$ cat src/rtl/stream_demux_1b_1to2.sv
// Registered 1-to-2 val/rdy stream demultiplexer.
// Each output owns a 2-entry FIFO so a stalled consumer never blocks the other port.
module stream_demux_1b_1to2 #(
  parameter int p_nbits = 1
) (
  input  logic               clk,
  input  logic               reset,
  input  logic               in_val,
  output logic               in_rdy,
  input  logic [p_nbits-1:0] in_msg,
  input  logic               in_sel,
  output logic               out0_val,
  input  logic               out0_rdy,
  output logic [p_nbits-1:0] out0_msg,
  output logic               out1_val,
  input  logic               out1_rdy,
  output logic [p_nbits-1:0] out1_msg
);

  logic [1:0]         r_count [2];
  logic [1:0]         r_head;
  logic [1:0]         r_tail;
  logic [p_nbits-1:0] r_mem   [2][2];

  logic [1:0]         w_sel;
  logic [1:0]         w_out_rdy;
  logic [1:0]         w_val;
  logic [1:0]         w_enq;
  logic [1:0]         w_deq;
  logic [p_nbits-1:0] w_msg   [2];

  // Outputs are gated by reset so the cleared view is presented during the reset cycle itself.
  always_comb begin
    w_sel     = {in_sel, ~in_sel};
    w_out_rdy = {out1_rdy, out0_rdy};
    in_rdy    = reset | (r_count[in_sel] != 2'd2);
    w_val     = '0;
    w_enq     = '0;
    w_deq     = '0;
    for (int k = 0; k < 2; k++) begin
      w_msg[k] = '0;
      w_val[k] = ~reset & (r_count[k] != 2'd0);
      w_enq[k] = ~reset & in_val & in_rdy & w_sel[k];
      w_deq[k] = w_val[k] & w_out_rdy[k];
      if (w_val[k]) w_msg[k] = r_mem[k][r_head[k]];
    end
  end

  assign out0_val = w_val[0];
  assign out0_msg = w_msg[0];
  assign out1_val = w_val[1];
  assign out1_msg = w_msg[1];

  always_ff @(posedge clk) begin
    if (reset) begin
      r_head <= '0;
      r_tail <= '0;
      for (int k = 0; k < 2; k++) r_count[k] <= 2'd0;
    end else begin
      for (int k = 0; k < 2; k++) begin
        if (w_enq[k]) r_tail[k] <= ~r_tail[k];
        if (w_deq[k]) r_head[k] <= ~r_head[k];
        r_count[k] <= r_count[k] + {1'b0, w_enq[k]} - {1'b0, w_deq[k]};
      end
    end
  end

  // NOTE: storage needs no reset; an empty FIFO never exposes its entries (msg forced to 0).
  always_ff @(posedge clk) begin
    for (int k = 0; k < 2; k++) begin
      if (w_enq[k]) r_mem[k][r_tail[k]] <= in_msg;
    end
  end

endmodule

$ cat config.mk
export PLATFORM = sky130hd
export DESIGN_NAME = stream_demux_1b_1to2
export DESIGN_NICKNAME = d
export VERILOG_FILES = /design/src/rtl/stream_demux_1b_1to2.sv
export SDC_FILE = /design/constraint.sdc
export NUM_CORES = 1
export LEC_CHECK = 0
export BUFFER_PORTS_ARGS = -buffer_cell sky130_fd_sc_hd__buf_2
export CAP_MARGIN = 5
export CORE_UTILIZATION = 49
export DETAILED_ROUTE_END_ITERATION = 10
export PLACE_DENSITY_LB_ADDON = 0.3
export SKIP_LAST_GASP = 1
export SLEW_MARGIN = 20
export SYNTH_ARGS = -nofsm -noshare
export SYNTH_HDL_FRONTEND = slang
export SYNTH_SLANG_ARGS = --single-unit
$ cat constraint.sdc
create_clock -name clk -period 4.3 [get_ports clk]
set_input_delay 0.43 -clock clk [delete_from_list [all_inputs] [get_ports clk]]
set_output_delay 0.43 -clock clk [all_outputs]
set_load 0.02 [all_outputs]
[Yosys cells after proc, flatten, opt, wreduce, memory -nomap -nowiden]
Memory sizes are Yosys's and may differ from the RTL's.
Index checks and enable logic that the tools add are counted.
Word-level totals
  bits in registers: 4
  RAM bits: 8
  input bits: 7
  memories: 2
Cells by class
  add/sub/neg operators: 4
  order comparisons: 6
  eq/ne operators: 1
  multiplexer cells: 24
  bitwise operators: 21
  reduce and logical (&&, ||, !) cells: 5
Memory list
  r_count: depth 2, bits a word 2, read ports 3, clocked after Yosys merged registers in 0, write ports 2, line 20  | logic [1:0] r_count [2];
  r_mem: depth 2, bits a word 2, read ports 2, clocked after Yosys merged registers in 0, write ports 1, line 23  | logic [p_nbits-1:0] r_mem [2][2];
Operators by type and width (count)
  $mux W1: 16
  $mux W2: 6
  $and A1 B1 Y1: 8
  $ge A2 B2 Y1 const B: 4
  $not A1 Y2: 4
  $not A1 Y1: 6
  $add A2 B1 Y2: 2
  $lt A2 B1 Y1 const B: 2
  $reduce_bool A2 Y1: 2
  $sub A2 B1 Y2: 2
  $or A1 B1 Y1: 3
  $demux W1 S1: 2
  $logic_and A1 B1 Y1: 2
  $ne A2 B2 Y1 const B: 1
  $reduce_or A2 Y1: 1

[Depth between registers and ports, before layout]
Gate-level depths: netlist (run 1).
An unclocked memory read counts as a cell.
  depth after elaboration: 9
  mapped depth: 9

[Least setup slack after synthesis (run 1)]
Ideal clock, no wire load.
  path type: input -> register
  start: input port reset
  end: memory r_count[1][1]
  arrival: 1819 ps
  path slack: 2365 ps
  stages: 9
  path buffers: 1
  cells stage by stage: buf_4 nor2_1 and2_1 ha_1 inv_1 ha_1 xor2_1 and2_1 nor3_1
RTL lines
  from (decl): line 7  | input logic reset,
  to (decl): line 20

==> metrics.cfg, run 1 <==
[sta]
finalHoldViolCount = 0
worst_pin_slew_ps = 272
maxSlewViolCount = 0
slew_headroom_pct = 81.8
rsz0062_at_grt = no
fin_worst_skew_ps = 0.500
fmax_mhz = 597
fin_ws_ps = 2630
min_period_over_period_pct = 39.0
finalSetupViolations = 0
period_needed_ps = 1670
finalSetupTns_ps = 0

[critical_path]
end_kind = flip-flop
worstPathMaxFanout = 5
required_ps = 4510
arrival_ps = 1880
critPathLaunchType = flip-flop
crit_type = reg -> reg

[flow_run]
drv_cap = 0

[clock_tree]
ctsResizeCount = 0
insertion_delay_ps = 280
cts_tree = built
cts_setup_buffers = 0
cts_buffers = 3
cts_root_buffer = clkbuf_4
cts.sinks = 12
hold_buffers = 0
cts_htree_levels = 1
path_clk_slew_ps = 80
cts_buffer_depth = 2

[final_layout]
nets = 94
area_delta_synth_final_pct = 12.2
fillerInstances = 103
layout_common_cells = buf_2, nor2_1, inv_1, dfxtp_1
utilization_pct = 62.9
fin_area_um2 = 737
final_common_cell = buf_2
n_antenna_cell = 0
drive_above_1_share_pct = 20.7

[global_routing]
grt_max_degree = 15
gr-total-overflow = 0
grt_pass1_vias = 408
antenna_found_initial = 0
grt_use_total_pct = 16.2
grt_pass1_wl_um = 1550

[logic_synthesis]
syn_avg_cell_area_um2 = 9.52
ys_warn_count = 0
seq_area_frac_synth_pct = 42.7
syn_inst = 69
syn-cell-area_um2 = 657
syn-num-nets = 80
ys_ff_latch = 12
ys_types = 22

[power]
ir_drop_mv = 0.254
power.leakage_nw = 0.340
switching_share_pct = 29.3
p_comb_share_pct = 18.8
internal_power_mw = 0.181
power.density_nw_per_um2 = 347
sequentialPowerShare_pct = 52.3
pwr-share-clk_pct = 28.8
power.total_mw = 0.256
p_switching_mw = 0.0750

[route]
drc = 0
drtPass1Iterations = 4
wire_per_inst_um = 10.2
drtIter0Drc = 4
drtAntennaViolNets = 0
avgViaCountPerCell = 4.97
drt_wl_total_um = 977
vias = 477

[floorplan]
fp.dieArea_um2 = 1490
initial_core_util_pct = 56.1
die_w_um = 38.6
fp.dieH_um = 38.6
rows = 12
io_pins = 12
core_um2 = 1170

[place]
dp_hpwl_um = 753
placed_area_um2 = 711
place_congestion = 0.714
port-buffer-count = 11
dp_slack_ps = 2360

[worst_hold_path]
min_path_type = in -> reg

[run_status]
status = finished clean

worst max-delay path, stage by stage, from the launching register on:
cell     delay [ps]
dfxtp_1         350
nor2_1          140
nor2_1           60
and2_1          170
ha_1            270
inv_1            40
ha_1            170
xor2_1          150
and2_1          150
nor3_1          110
flip-flops by register name, indices dropped and copies added (netlist names):
| register | cells |
|---|---|
| r_count | 4 |
| r_head | 2 |
| r_mem | 4 |
| r_tail | 2 |
power groups by stage:
stage	combinational [mW]	sequential (mW)	clock [mW]
4_1_cts	0.0490	0.134	0.0745
2_1_floorplan	0.0385	0.135	0
5_1_grt	0.0551	0.135	0.0781
3_5_place_dp	0.0487	0.137	0
6_report	0.0482	0.134	0.0738
3_3_place_gp	0.0473	0.136	0
through the flow:
| step | hold slack [ps] | instances |
|---|---|---|
| detailed placement | 464 | 92 |
| CTS | 359 | 96 |
| floorplan | 449 | 69 |
| global placement | 463 | 92 |
| finish | 368 | 96 |
| global route | 360 | 96 |
per-layer routing:
metal / GRT usage [%] / routed length [um] / vias to the layer above
li1: - / - / 254
met1: 17.9 / 477 / 207
met2: 25.0 / 411 / 14
met3: 8.67 / 74 / 2
met4: 7.76 / 13 / 0
met5: 0 / 0 / -
worst paths after layout:
check | from | endpoint | slack, ps | cells after the start
min reg2reg | r_tail[1] | r_tail[1] | 480 | 1
max | r_count[0][0] | r_count[0][1] | 2630 | 9
min | in_msg | r_mem[0][2] | 370 | 1
max reg2reg | r_count[0][0] | r_count[0][1] | 2630 | 9
kinds of logic (layout without fill, tap and decap cells):
group | after synthesis | count (layout) | synth area share (%)
adders and majority gates | 4 | 4 | 7.62
buffers and inverters | 10 | 23 | 7.43
DFF | 12 | 12 | 42.7
muxes | 3 | 3 | 4.57
AOI/OAI and AO/OA | 6 | 6 | 6.86
and+or+nand+nor | 30 | 30 | 25.5
xor gates and xnor gates | 4 | 4 | 5.33
cell usage after synthesis:
master | count | area (um2)
o21ai_2 | 1 | 8.76
nand2b_1 | 2 | 12.5
inv_1 | 8 | 30.0
o31ai_1 | 1 | 7.51
nand2_1 | 2 | 7.51
nor3_1 | 5 | 25.0
edfxtp_1 | 4 | 120
and2_1 | 5 | 31.3
o21ai_0 | 2 | 10.0
nor2b_1 | 3 | 18.8
xor2_1 | 4 | 35.0
ha_1 | 4 | 50.1
buf_4 | 1 | 7.51
o311ai_1 | 1 | 8.76
a311o_1 | 1 | 10.0
buf_6 | 1 | 11.3
nor4_4 | 1 | 21.3
nor2_1 | 10 | 37.5
nand3_1 | 1 | 5.00
nor2b_2 | 1 | 8.76
dfxtp_1 | 8 | 160
mux2i_1 | 3 | 30.0
layout make-up:
class	count	area (um2)	share of cell area, %
Sequential cell	12	280	38.0
Multi-Input combinational cell	47	328	44.5
Clock inverter	1	3.75	0.509
Tap cell	14	17.5	2.38
Inverter	8	30.0	4.07
Clock buffer	3	22.5	3.06
Timing Repair Buffer	11	55.1	7.47
(Power assumes the default switching activity.)
==> run 2: changes to the inputs <==
--- a/config.mk
+++ b/config.mk
@@ -7,7 +7,7 @@
 export LEC_CHECK = 0
 export BUFFER_PORTS_ARGS = -buffer_cell sky130_fd_sc_hd__buf_2
 export CAP_MARGIN = 5
-export CORE_UTILIZATION = 49
+export CORE_UTILIZATION = 46
 export DETAILED_ROUTE_END_ITERATION = 10
 export PLACE_DENSITY_LB_ADDON = 0.3
 export SKIP_LAST_GASP = 1
==> constraint.sdc (replaced) <==
create_clock -name clk -period 1.5 [get_ports clk]
set_input_delay 0.15 -clock clk [delete_from_list [all_inputs] [get_ports clk]]
set_output_delay 0.15 -clock clk [all_outputs]
set_load 0.02 [all_outputs]
==> run 2 against run 1 <==
Net effect: first-iteration DRC count fell by 25%; register-to-register slack got worse by 2800 ps; largest power group unchanged; final cell count rose by 10%; power rose to 3.2 times the previous value; critical path depth did not move; the run now ends with setup timing left; clock-buffer cell count did not move; die area rose by 6.2%; wire length rose by 49%; largest cell class unchanged; critical path type unchanged; sequential cell count did not move; worst setup slack got worse by 2800 ps.
==> metrics.cfg, run 2 (synthesis gave the netlist of run 1 again) <==
[clock_tree]
insertion_delay_ps = 270  ; about the same
cts_htree_levels = 1  ; unchanged
cts_tree = built
cts_root_buffer = clkbuf_4
cts.sinks = 12  ; unchanged
cts_buffer_depth = 2  ; unchanged
hold_buffers = 0  ; unchanged
path_clk_slew_ps = 80  ; about the same
cts_buffers = 3  ; unchanged

[place]
dp_slack_ps = -144  ; -2510 ps
port-buffer-count = 11  ; unchanged
dp_hpwl_um = 1010  ; +34%
place_congestion = 0.787  ; +10%

[sta]
finalHoldViolCount = 0  ; unchanged
slew_headroom_pct = 82.9  ; +1.0 points
fmax_mhz = 608  ; +1.9%
finalSetupViolations = 3  ; +3
period_needed_ps = 1640  ; -31.2 ps
fin_worst_skew_ps = 6.32  ; +5.82 ps
worst_pin_slew_ps = 253  ; -19.6 ps
maxSlewViolCount = 0  ; unchanged
rsz0062_at_grt = yes
fin_ws_ps = -144  ; -2770 ps
min_period_over_period_pct = 110  ; +71 points

[critical_path]
r2r_slack_ps = -140  ; -2770 ps
reg2reg_depth = 9  ; unchanged
crit_type = reg -> reg
worstPathMaxFanout = 2  ; -3
r2r-end = r_count[1][1]
arrival_ps = 1830  ; -50 ps
end_kind = flip-flop
crit_path_start = r_count[1][1]
critPathLaunchType = flip-flop
required_ps = 1690  ; -2820 ps
crit_end = r_count[1][1]
reg2reg_from = r_count[1][1]

[power]
power.density_nw_per_um2 = 894  ; +160%
ir_drop_mv = 0.809  ; +220%
power.leakage_nw = 0.401  ; +18%
power.total_mw = 0.821  ; +220%

[worst_hold_path]
min_path_type = in -> reg

[route]
vias = 531  ; +11%
drtAntennaViolNets = 0  ; unchanged
avgViaCountPerCell = 5.01  ; +0.82%
drc = 0  ; unchanged
drtPass1Iterations = 2  ; -2
drt_wl_total_um = 1460  ; +49%
drtIter0Drc = 3  ; -1
wire_per_inst_um = 13.7  ; +35%

[final_layout]
fillerInstances = 103  ; unchanged
final_common_cell = buf_2
nets = 103  ; +9.6%
n_antenna_cell = 0  ; unchanged
utilization_pct = 69.7  ; +6.8 points
drive_above_1_share_pct = 48.4  ; +28 points
area_delta_synth_final_pct = 39.8
layout_common_cells = buf_2, buf_4, inv_1, nor2_1

[floorplan]
die_w_um = 39.8  ; +3.0%
fp.dieArea_um2 = 1580  ; +6.2%
initial_core_util_pct = 49.9  ; -6.2 points
rows = 13  ; +1
core_um2 = 1320  ; +13%
fp.dieH_um = 39.8  ; +3.0%
io_pins = 12  ; unchanged

[flow_run]
drv_cap = 0  ; unchanged

[global_routing]
grt_use_total_pct = 20.4  ; +4.2 points
busiest_layer = met2
antenna_found_initial = 0  ; unchanged
met3_usage_pct = 10.2  ; +1.6 points
grt_max_degree = 8  ; -7
gr-total-overflow = 0  ; unchanged
grt_pass1_wl_um = 1930  ; +24%
groute.layer.met1.usage_pct = 19.5  ; +1.6 points
grt_pass1_vias = 464  ; +14%
grt_util_met2_pct = 37.7  ; +13 points

[run_status]
violations = setup timing
status = complete, but fails checks

-- run 2: cell count changes in the layout (fill, tap and decap cells not counted), moves of 2 or more --
| cell | delta |
|---|---|
| dfxtp_1 | -4 |
| buf_4 | +8 |
| and2_1 | -2 |
| nor2_4 | +4 |
| dfxtp_2 | +3 |
| ha_1 | -4 |
| ha_4 | +3 |
| nor2_1 | -4 |
| and2_4 | +2 |
| buf_6 | +2 |
-- run 2: per-stage QoR --
stage	setup TNS [ps]	cell area, um2	cells	hold slack [ps]
global route	-506	918	106	88.7
floorplan	-184	699	69	249
finish	-289	918	106	92.1
detailed placement	-266	815	101	380
global placement	-166	815	101	376
CTS	-240	888	105	89.7
-- run 2: what timing repair did --
action                                  CTS  global route
resized for setup                         8             4
endpoints found under the setup margin    3             3
pin swaps                                12             6
setup buffers                             0             1
-- run 2: worst min-delay path by stage --
stage                        to  depth (start not counted)    from
detailed placement  r_mem[0][2]                          1  in_msg
global route        r_mem[0][2]                          1  in_msg
floorplan           r_mem[0][0]                          0  in_msg
global placement    r_mem[0][3]                          1  in_msg
CTS                 r_mem[0][2]                          1  in_msg
finish              r_mem[0][2]                          1  in_msg
-- run 2: worst max-delay path, stage by stage (launching register included) --
cell,delay [ps]
dfxtp_2,340
nor2_4,140
nor2_4,40
and2_4,160
ha_4,250
inv_2,40
ha_4,160
xor2_2,150
and2_1,140
nor3_1,150
-- run 2: metal layers --
layer	vias up	part of all wire, %
li1	274	-
met1	247	40
met2	10	56
met3	0	4.2
met4	0	0
met5	-	0
-- run 2: report_power, final --
group,total (mW),switching (mW),internal (mW)
sequential,0.387,0.0240,0.363
clock,0.203,0.106,0.0964
combinational,0.231,0.120,0.111
-- run 2: final cells by class --
| cell class | instances | area (um2) | area share [%] |
|---|---|---|---|
| multi-input cells | 47 | 423 | 46.0 |
| clock inverters | 1 | 3.75 | 0.409 |
| clock buffers | 3 | 22.5 | 2.45 |
| repair buffers | 20 | 133 | 14.4 |
| well taps | 15 | 18.8 | 2.04 |
| flip-flops and latches | 12 | 288 | 31.3 |
| inverters | 8 | 30.0 | 3.27 |
